==> src/rtl/ula_seq_adder.sv <==
// ula_seq_adder: multi-cycle signed adder/subtractor.
// Both operands are sign-extended to OUT_WIDTH and summed CHUNK bits per
// clock over a registered carry chain. The result and the sign/zero/carry
// flags are presented behind a valid/ready handshake.
// Optional macro ULA_SEQ_ACC_EN adds an in_acc port. When in_acc is set,
// operand A is replaced by the last completed result.
// Assumes NCHUNK >= 2 (OUT_WIDTH >= 2*CHUNK).
module ula_seq_adder #(
  parameter int IN_WIDTH  = 8,
  parameter int OUT_WIDTH = 16,
  parameter int CHUNK     = 4
) (
  input  logic                 clk,
  input  logic                 reset,
  input  logic                 in_valid,
  output logic                 in_ready,
  input  logic [IN_WIDTH-1:0]  a,
  input  logic [IN_WIDTH-1:0]  b,
  input  logic                 operation,
`ifdef ULA_SEQ_ACC_EN
  input  logic                 in_acc,
`endif
  output logic                 out_valid,
  input  logic                 out_ready,
  output logic [OUT_WIDTH-1:0] result,
  output logic                 sign_flag,
  output logic                 zero_flag,
  output logic                 carry_flag
);

  localparam int NCHUNK = OUT_WIDTH / CHUNK;
  localparam int IDXW   = (NCHUNK > 1) ? $clog2(NCHUNK) : 1;
  localparam logic [IDXW-1:0] LAST_IDX = IDXW'(NCHUNK - 1);

  typedef enum logic [1:0] {
    S_IDLE = 2'b00,
    S_CALC = 2'b01,
    S_DONE = 2'b10
  } state_e;

  state_e                 state_q, state_d;
  logic [OUT_WIDTH-1:0]   a_q, b_q, sum_q;
  logic                   carry_q;
  logic [IDXW-1:0]        idx_q;
  logic [OUT_WIDTH-1:0]   result_q;
  logic                   sign_q, zero_q, cflag_q;
`ifdef ULA_SEQ_ACC_EN
  logic [OUT_WIDTH-1:0]   last_q;
`endif

  logic [OUT_WIDTH-1:0]   a_ext, b_ext, a_src;
  logic [CHUNK:0]         csum;
  logic [OUT_WIDTH-1:0]   sum_nxt;
  logic                   accept, last_chunk;

  // Operand extension, operand A source selection, and the per-cycle chunk adder
  always_comb begin
    a_ext = {{(OUT_WIDTH-IN_WIDTH){a[IN_WIDTH-1]}}, a};
    b_ext = {{(OUT_WIDTH-IN_WIDTH){b[IN_WIDTH-1]}}, b};
`ifdef ULA_SEQ_ACC_EN
    a_src = in_acc ? last_q : a_ext;
`else
    a_src = a_ext;
`endif
    csum = {1'b0, a_q[idx_q*CHUNK +: CHUNK]}
         + {1'b0, b_q[idx_q*CHUNK +: CHUNK]}
         + {{CHUNK{1'b0}}, carry_q};
    // New chunk enters at the top, so after NCHUNK shifts chunk 0 sits at bit 0
    sum_nxt    = {csum[CHUNK-1:0], sum_q[OUT_WIDTH-1:CHUNK]};
    accept     = (state_q == S_IDLE) && in_valid;
    last_chunk = (idx_q == LAST_IDX);
  end

  // State register
  always_ff @(posedge clk or posedge reset) begin
    if (reset) state_q <= S_IDLE;
    else       state_q <= state_d;
  end

  // Next-state logic; any unreachable encoding falls back to IDLE
  always_comb begin
    state_d = S_IDLE;
    case (state_q)
      S_IDLE:  state_d = in_valid   ? S_CALC : S_IDLE;
      S_CALC:  state_d = last_chunk ? S_DONE : S_CALC;
      S_DONE:  state_d = out_ready  ? S_IDLE : S_DONE;
      default: state_d = S_IDLE;
    endcase
  end

  // Handshake outputs decoded from the current state
  always_comb begin
    in_ready  = (state_q == S_IDLE);
    out_valid = (state_q == S_DONE);
  end

  // Datapath: latch operands on accept, add one chunk per CALC cycle, commit at the end
  always_ff @(posedge clk or posedge reset) begin
    if (reset) begin
      a_q      <= '0;
      b_q      <= '0;
      sum_q    <= '0;
      carry_q  <= 1'b0;
      idx_q    <= '0;
      result_q <= '0;
      sign_q   <= 1'b0;
      zero_q   <= 1'b0;
      cflag_q  <= 1'b0;
`ifdef ULA_SEQ_ACC_EN
      last_q   <= '0;
`endif
    end else if (accept) begin
      // Subtraction is A' + ~B' + 1; inversion happens after extension
      a_q     <= a_src;
      b_q     <= operation ? ~b_ext : b_ext;
      carry_q <= operation;
      idx_q   <= '0;
      sum_q   <= '0;
    end else if (state_q == S_CALC) begin
      sum_q   <= sum_nxt;
      carry_q <= csum[CHUNK];
      idx_q   <= idx_q + 1'b1;
      if (last_chunk) begin
        result_q <= sum_nxt;
        sign_q   <= sum_nxt[OUT_WIDTH-1];
        zero_q   <= (sum_nxt == '0);
        cflag_q  <= csum[CHUNK];
`ifdef ULA_SEQ_ACC_EN
        last_q   <= sum_nxt;
`endif
      end
    end
  end

  assign result     = result_q;
  assign sign_flag  = sign_q;
  assign zero_flag  = zero_q;
  assign carry_flag = cflag_q;

endmodule

==> config.mk <==
export PLATFORM = sky130hd
export DESIGN_NAME = ula_seq_adder
export DESIGN_NICKNAME = d
export VERILOG_FILES = /design/src/rtl/ula_seq_adder.sv
export SDC_FILE = /design/constraint.sdc
export NUM_CORES = 1
export LEC_CHECK = 0
export CORE_MARGIN = 3
export CORE_UTILIZATION = 40
export DETAILED_ROUTE_END_ITERATION = 10
export PLACE_DENSITY = 0.62
export SYNTH_ARGS = -nofsm -noshare
export SYNTH_HDL_FRONTEND = slang
export SYNTH_SLANG_ARGS = --single-unit
==> constraint.sdc <==
create_clock -name clk -period 3.4 [get_ports clk]
set_input_delay 1.02 -clock clk [delete_from_list [all_inputs] [get_ports clk]]
set_output_delay 1.02 -clock clk [all_outputs]
set_load 0.03 [all_outputs]
==> metrics.txt, run 1 <==
# TYPE chip_impl_metric gauge
chip_impl_metric{name="final_setup_vio_count",unit=""} 0
chip_impl_metric{name="fillers",unit=""} 531
chip_impl_metric{name="grt_pass1_vias",unit=""} 1649
chip_impl_metric{name="internal_power",unit="mW"} 1.80
chip_impl_metric{name="leakage",unit="nW"} 1.35
chip_impl_metric{name="mux_cell_area_share_after_synthesis",unit="%"} 10.0
chip_impl_metric{name="initial_core_util",unit="%"} 42.5
chip_impl_metric{name="power.share.switching",unit="%"} 42.5
chip_impl_metric{name="synth-adder-area-share",unit="%"} 3.76
chip_impl_metric{name="totalNegativeSetupSlack",unit="ns"} 0
chip_impl_metric{name="multi_input_comb_area",unit="µm²"} 1020
chip_impl_metric{name="syn-cell-area",unit="µm²"} 2400
chip_impl_metric{name="wire_per_inst",unit="µm"} 13.4
chip_impl_info{name="element_type_at_the_critical_path_start",value="flip-flop"} 1
chip_impl_metric{name="insertedDiodeCount",unit=""} 0
chip_impl_metric{name="synth_sequential_area_ratio",unit="%"} 53.2
chip_impl_info{name="timing_worst_setup_path_type",value="flip-flop to flip-flop"} 1
chip_impl_metric{name="power.share.sequential",unit="%"} 35.5
chip_impl_metric{name="yosys.area_share.simple",unit="%"} 16.1
chip_impl_metric{name="postSynthCellCount",unit=""} 229
chip_impl_metric{name="wirelength",unit="µm"} 4520
chip_impl_metric{name="cts_clock_pin_slew_for_the_worst_setup_and_hold_paths",unit="ns"} 0.09
chip_impl_metric{name="pin_count",unit=""} 42
chip_impl_metric{name="grt_start_max_net_pins",unit=""} 27
chip_impl_metric{name="post_synth_xor_area_fraction",unit="%"} 3.65
chip_impl_metric{name="drt_first_iter_violations",unit=""} 80
chip_impl_metric{name="finalHoldWorstSlack",unit="ns"} 0.480
chip_impl_info{name="post-synth-top-area-cell",value="dfrtp_1"} 1
chip_impl_metric{name="ir_drop",unit="µV"} 359
chip_impl_info{name="clock_tree.root_cell",value="clkbuf_8"} 1
chip_impl_metric{name="worstSkewPairLatency",unit="ns"} 0.31
chip_impl_metric{name="syn2layout_area_growth",unit="%"} 21.7
chip_impl_metric{name="dp_hpwl",unit="µm"} 3260
chip_impl_metric{name="period_needed",unit="ns"} 2.72
chip_impl_info{name="crit_chain",value="nor2b_1, a211oi_1, nor2_1, fa_1, fa_1, a21o_1, a21oi_1, a21oi_1, mux2_1"} 1
chip_impl_metric{name="layout_worst_path_cycle_share",unit="%"} 80.1
chip_impl_metric{name="path_max_fanout",unit=""} 16
chip_impl_metric{name="timing.slew.headroom",unit="%"} 51.2
chip_impl_info{name="leading_cell_types_in_the_layout_fill_and_taps_excluded",value="nand2_1 (57), dfrtp_1 (51), clkdlybuf4s50_1 (41)"} 1
chip_impl_metric{name="grt_first_pass_wirelength",unit="µm"} 7880
chip_impl_metric{name="die_area",unit="µm²"} 6960
chip_impl_metric{name="antenna_found_initial",unit=""} 0
chip_impl_metric{name="nNetsFinal",unit=""} 293
chip_impl_info{name="synth_top_family_by_area",value="simple AND/OR/NAND/NOR gates"} 1
chip_impl_metric{name="synth_cell_type_count",unit=""} 29
chip_impl_info{name="timing.critical_path.slowest_stage_cell",value="dfrtp_1"} 1
chip_impl_metric{name="tightest_slew",unit="ns"} 0.733
chip_impl_metric{name="timing_max_transition_violations_final",unit=""} 0
chip_impl_metric{name="critPathMaxStageDelay",unit="ns"} 0.62
chip_impl_metric{name="cts_sinks",unit=""} 51
chip_impl_metric{name="p_comb_share",unit="%"} 53.4
chip_impl_metric{name="gr-usage-all-layers",unit="%"} 13.8
chip_impl_metric{name="cts.hold.buffers_added",unit=""} 0
chip_impl_metric{name="report.final.hold_viol_count",unit=""} 0
chip_impl_info{name="worstSetupEndpointType",value="flip-flop"} 1
chip_impl_info{name="hold_path_class",value="flip-flop to flip-flop"} 1
chip_impl_metric{name="gpl.final_weighted_congestion",unit=""} 0.777
chip_impl_metric{name="timing.fmax",unit="GHz"} 0.367
chip_impl_metric{name="die_height",unit="µm"} 83.4
chip_impl_metric{name="cts_made_buffers",unit=""} 5
chip_impl_metric{name="post-cts-setup-buffer-count",unit=""} 0
chip_impl_metric{name="post_cts.resized_instances",unit=""} 0
chip_impl_metric{name="synth_nets",unit=""} 256
chip_impl_metric{name="yosys_register_bits",unit=""} 51
chip_impl_metric{name="via_count",unit=""} 1638
chip_impl_metric{name="finalPower",unit="mW"} 3.13
chip_impl_info{name="synthTopCellsByArea",value="dfrtp_1 (53%), nand2_1 (8.9%), mux2_4 (8.1%)"} 1
chip_impl_metric{name="total_switching_power",unit="mW"} 1.33
chip_impl_metric{name="synth.avg_cell_area",unit="µm²"} 10.5
chip_impl_metric{name="dr.pass1.iters",unit=""} 4
chip_impl_metric{name="finalClockSkew",unit="ns"} 0.00894
chip_impl_metric{name="row_count",unit=""} 27
chip_impl_metric{name="cts-root-to-sink-buffers",unit=""} 2
chip_impl_metric{name="power_frac_clock",unit="%"} 11.1
chip_impl_metric{name="wp_data_required",unit="ns"} 3.60
chip_impl_metric{name="ant_nets",unit=""} 0
chip_impl_metric{name="register_area",unit="µm²"} 1280
chip_impl_metric{name="core_area",unit="µm²"} 5640
chip_impl_metric{name="synth-compound-area-share",unit="%"} 9.24
chip_impl_metric{name="post_route_cells_drive_above_1_share",unit="%"} 9.77
chip_impl_metric{name="synth_top_area_share",unit="%"} 53.2
chip_impl_metric{name="drc",unit=""} 0
chip_impl_metric{name="grt-ovfl-total",unit=""} 0
chip_impl_metric{name="htree_num_levels",unit=""} 2
chip_impl_info{name="cts_tree",value="done"} 1
chip_impl_metric{name="worst_ep_arrival_time",unit="ns"} 2.92
chip_impl_info{name="most_frequent_standard_cell_in_the_layout_excluding_fill_and_tap_cells",value="nand2_1"} 1
chip_impl_metric{name="timing.max_cap.violations",unit=""} 0
chip_impl_metric{name="io_buffer_count",unit=""} 41
chip_impl_metric{name="final_util",unit="%"} 51.7
chip_impl_metric{name="post_drt_via_cell_ratio",unit=""} 4.85
chip_impl_metric{name="power-per-cell-area",unit="nW/µm²"} 1070
chip_impl_metric{name="synthesis.yosys.warnings",unit=""} 0
chip_impl_info{name="rsz0062_at_grt",value="false"} 1
chip_impl_metric{name="floorplan.die.width",unit="µm"} 83.4
chip_impl_info{name="run_status",value="complete, no violations"} 1
power by group through the flow:
stage,registers [mW],clock network [mW],logic (mW)
2_1_floorplan,1.24,0,1.12
3_3_place_gp,1.12,0,1.68
3_5_place_dp,1.13,0,1.70
4_1_cts,1.12,0.356,1.70
5_1_grt,1.16,0.378,1.87
6_report,1.11,0.346,1.67
layout make-up:
cell class	instances	share of cell area (%)
clock buffer	5	2.36
inverter	3	0.386
multi-input combinational	161	35.1
timing repair buffer	44	14.8
clock inverter	2	0.472
tap	72	3.09
sequential	51	43.7
flip-flops by register name, summed over array words and instances, names as in the netlist:
register	cells
state_q	2
a_q	8
carry_q	1
zero_flag	1
result	16
sum_q	12
idx_q	2
b_q	8
carry_flag	1
cells by family after synthesis:
kind of cell / Yosys count
buf+inv: 17
compound gates: 39
xor+xnor: 10
flops: 51
fa+ha+maj: 6
mux: 17
simple gates: 89
worst max-delay path, delay by kind of cell, from the launching register on:
kind / cells / cell delay [ns]
simple gates: 2 / 0.18
mux: 1 / 0.29
flops: 1 / 0.62
fa+ha+maj: 2 / 0.85
compound gates: 4 / 0.66
worst paths after layout:
| kind | from | slack, ns | endpoint | cells past startpoint |
|---|---|---|---|---|
| setup / recovery | idx_q[0] | 0.68 | carry_q | 9 |
| hold / removal | a_q[3] | 0.48 | a_q[3] | 2 |
| setup reg to reg | idx_q[0] | 0.68 | carry_q | 9 |
| hold reg to reg | a_q[3] | 0.48 | a_q[3] | 2 |
| max in group asynchronous | reset | 1.82 | b_q[0] | 3 |
| min in group asynchronous | reset | 1.00 | result[8] | 2 |
metal layers:
layer  GRT usage [%]  wire (µm)
met1            18.5       2160
met2            21.6       2090
met3            4.56        229
met4            3.80         38
met5               0          0
synthesized netlist by cell type (all sizes together):
cell type,number
mux2,17
a211oi,6
a21boi,1
o21ai,26
a22o,1
nor2b,8
dfrtp,51
nor2,11
fa,2
nand2,58
ha,4
and2b,1
xnor2,9
clkbuf,3
nand3,4
and2,1
a21o,2
nor4,3
xor2,1
nand4,1
buf,11
inv,3
a21oi,3
nand2b,2
stage by stage:
stage	worst slack (ns)	instance area, µm²	instances
6_report	0.676	2920	338
3_5_place_dp	0.680	2840	331
2_1_floorplan	0.890	2400	229
3_3_place_gp	0.739	2840	331
4_1_cts	0.672	2920	338
5_1_grt	0.445	2920	338
Power figures use the tool's default switching activity.
==> run 2, diff against run 1 <==
--- a/config.mk
+++ b/config.mk
@@ -8,7 +8,7 @@
 export CORE_MARGIN = 3
 export CORE_UTILIZATION = 40
 export DETAILED_ROUTE_END_ITERATION = 10
-export PLACE_DENSITY = 0.62
+export PLACE_DENSITY = 0.65
 export SYNTH_ARGS = -nofsm -noshare
 export SYNTH_HDL_FRONTEND = slang
 export SYNTH_SLANG_ARGS = --single-unit
==> constraint.sdc (replaced) <==
create_clock -name clk -period 2.2 [get_ports clk]
set_input_delay 0.66 -clock clk [delete_from_list [all_inputs] [get_ports clk]]
set_output_delay 0.66 -clock clk [all_outputs]
set_load 0.03 [all_outputs]
==> metrics.txt, run 2 (same netlist as run 1, synthesis figures left out) <==
# TYPE chip_impl_metric gauge
chip_impl_info{name="run_status",value="finished, violations left"} 1
chip_impl_info{name="violations",value="negative setup slack"} 1
chip_impl_metric{name="timing.max_cap.violations",unit=""} 0
chip_impl_metric{name="tightest_slew",unit="ns"} 0.731
chip_impl_metric{name="detail_route.wirelength.met1",unit="µm"} 2190
chip_impl_info{name="worstSetupEndpointType",value="flip-flop"} 1
chip_impl_metric{name="row_count",unit=""} 27
chip_impl_metric{name="ant_nets",unit=""} 0
chip_impl_metric{name="antenna_found_initial",unit=""} 0
chip_impl_metric{name="final-instance-count-excl-fill",unit=""} 352
chip_impl_metric{name="dp_hpwl",unit="µm"} 3330
chip_impl_metric{name="totalNegativeSetupSlack",unit="ns"} -0.0822
chip_impl_metric{name="cts_clock_pin_slew_for_the_worst_setup_and_hold_paths",unit="ns"} 0.09
chip_impl_metric{name="drc",unit=""} 0
chip_impl_metric{name="dr.pass1.iters",unit=""} 4
chip_impl_metric{name="wp_data_required",unit="ns"} 2.39
chip_impl_metric{name="gpl.final_weighted_congestion",unit=""} 0.820
chip_impl_metric{name="floorplan.die.width",unit="µm"} 83.4
chip_impl_metric{name="pin_count",unit=""} 42
chip_impl_metric{name="grt-ovfl-total",unit=""} 0
chip_impl_metric{name="wirelength",unit="µm"} 4780
chip_impl_metric{name="gr-usage-all-layers",unit="%"} 14.3
chip_impl_info{name="timing_worst_setup_path_type",value="flip-flop to flip-flop"} 1
chip_impl_metric{name="cts_sinks",unit=""} 51
chip_impl_metric{name="final_setup_vio_count",unit=""} 1
chip_impl_metric{name="timing_max_transition_violations_final",unit=""} 0
chip_impl_metric{name="via_count",unit=""} 1730
chip_impl_metric{name="insertedDiodeCount",unit=""} 0
chip_impl_info{name="element_type_at_the_critical_path_start",value="flip-flop"} 1
chip_impl_metric{name="worstSkewPairLatency",unit="ns"} 0.30
chip_impl_info{name="most_frequent_standard_cell_in_the_layout_excluding_fill_and_tap_cells",value="nand2_1"} 1
chip_impl_info{name="clock_tree.root_cell",value="clkbuf_8"} 1
chip_impl_metric{name="worst_path_setup_slack_after_routing",unit="ns"} -0.0822
chip_impl_metric{name="post_drt_via_cell_ratio",unit=""} 4.91
chip_impl_metric{name="finalClockSkew",unit="ns"} 0.00695
chip_impl_metric{name="met3_length",unit="µm"} 173
chip_impl_metric{name="largest_register_ff_count",unit=""} 16
chip_impl_metric{name="die_area",unit="µm²"} 6960
chip_impl_metric{name="drt_first_iter_violations",unit=""} 78
chip_impl_metric{name="timing.slew.headroom",unit="%"} 51.2
chip_impl_metric{name="die_height",unit="µm"} 83.4
chip_impl_metric{name="core_area",unit="µm²"} 5640
chip_impl_metric{name="ir_drop",unit="µV"} 720
chip_impl_metric{name="path_max_fanout",unit=""} 7
chip_impl_metric{name="nNetsFinal",unit=""} 307
chip_impl_metric{name="grt_pass1_vias",unit=""} 1639
chip_impl_metric{name="wire_per_inst",unit="µm"} 13.6
chip_impl_info{name="leading_cell_types_in_the_layout_fill_and_taps_excluded",value="nand2_1 (57), dfrtp_1 (49), clkdlybuf4s50_1 (39)"} 1
chip_impl_metric{name="power-per-cell-area",unit="nW/µm²"} 1800
chip_impl_metric{name="finalHoldWorstSlack",unit="ns"} 0.475
chip_impl_metric{name="standard_cell_area_after_detailed_placement",unit="µm²"} 2940
chip_impl_metric{name="io_buffer_count",unit=""} 41
chip_impl_metric{name="final_instance_area",unit="µm²"} 3080
chip_impl_metric{name="layout_worst_path_cycle_share",unit="%"} 104
chip_impl_metric{name="cts_made_buffers",unit=""} 5
chip_impl_metric{name="initial_core_util",unit="%"} 42.5
chip_impl_metric{name="worst_ep_arrival_time",unit="ns"} 2.47
chip_impl_metric{name="htree_num_levels",unit=""} 2
chip_impl_info{name="hold_path_class",value="flip-flop to flip-flop"} 1
chip_impl_metric{name="syn2layout_area_growth",unit="%"} 28.7
chip_impl_info{name="rsz0062_at_grt",value="true"} 1
chip_impl_metric{name="route.met2.wl",unit="µm"} 2390
chip_impl_metric{name="period_needed",unit="ns"} 2.28
chip_impl_metric{name="dp.cells",unit=""} 341
chip_impl_metric{name="leakage",unit="nW"} 1.44
chip_impl_metric{name="report.final.hold_viol_count",unit=""} 0
chip_impl_metric{name="grt_start_max_net_pins",unit=""} 52
chip_impl_metric{name="post_route_cells_drive_above_1_share",unit="%"} 18.6
chip_impl_metric{name="grt_first_pass_wirelength",unit="µm"} 8140
chip_impl_metric{name="timing.fmax",unit="GHz"} 0.438
chip_impl_info{name="top_layer",value="met4"} 1
chip_impl_info{name="cts_tree",value="done"} 1
chip_impl_metric{name="cts-root-to-sink-buffers",unit=""} 2
-- run 2: changes by cell type in the layout (fill, tap and decap cells not counted), sizes merged --
cell	delta
clkbuf	+1
clkinv	-1
clkdlybuf4s50	-2
buf	+14
dlygate4sd2	+2
-- run 2: timing repair --
item                                    in CTS  in global routing
hold buffers                                 0                  0
endpoints found under the setup margin       7                  7
pin swaps                                    2                  4
cloned                                       0                  0
setup buffers                                2                  2
gates resized for setup                      8                  2
-- run 2: per-stage QoR --
stage,utilization [%],power (mW),setup WS [ns]
finish,54.7,5.56,-0.0822
global route,54.7,6.00,-0.207
CTS,54.2,5.45,-0.0851
detailed placement,52.1,4.69,-0.161
global placement,52.1,4.62,-0.101
floorplan,-,3.71,-0.114
-- run 2: cell type report --
| type | count | area (µm²) |
|---|---|---|
| fillers | 520 | 2560 |
| multi-input cells | 161 | 1070 |
| repair buffers | 58 | 548 |
| flip-flops and latches | 51 | 1280 |
| clock inverters | 1 | 5.00 |
| inverters | 3 | 11.3 |
| clock buffers | 6 | 82.6 |
| well taps | 72 | 90.1 |
-- run 2: power by group --
group	internal, mW	leakage, nW	switching, mW
registers	1.38	0.640	0.333
clock network	0.247	0.0470	0.292
logic	1.66	0.754	1.65
-- run 2: path summary, 6_finish.rpt --
path / startpoint / to / slack (ns) / cells after the start
max in group asynchronous: reset / idx_q[1] / 1.23 / 3
worst max register to register: idx_q[1] / carry_q / -0.08 / 8
min in group asynchronous: reset / result[1] / 0.71 / 3
worst max-delay path: idx_q[1] / carry_q / -0.08 / 8
worst min register to register: a_q[0] / a_q[0] / 0.48 / 2
worst min-delay path: a_q[0] / a_q[0] / 0.48 / 2
-- run 2: routing by layer --
metal  up-vias  track usage (%)
li1        852                -
met1       842             19.0
met2        33             23.7
met3         3             2.78
met4         0             4.39
met5         -                0
-- run 2: critical path: stages, from the launching register on --
cell      delay, ns
dfrtp_2        0.46
a211oi_2       0.21
nor2_1         0.09
fa_2           0.38
fa_2           0.35
a21o_1         0.17
a21oi_2        0.15
a21oi_1        0.08
mux2_1         0.29
==> run 3, diff against run 2 <==
--- a/config.mk
+++ b/config.mk
@@ -5,6 +5,7 @@
 export SDC_FILE = /design/constraint.sdc
 export NUM_CORES = 1
 export LEC_CHECK = 0
+export ABC_CLOCK_PERIOD_IN_PS = 2200
 export CORE_MARGIN = 3
 export CORE_UTILIZATION = 40
 export DETAILED_ROUTE_END_ITERATION = 10
==> results of run 3 <==
Final layout, timing and power as in run 2 (identical DEF).
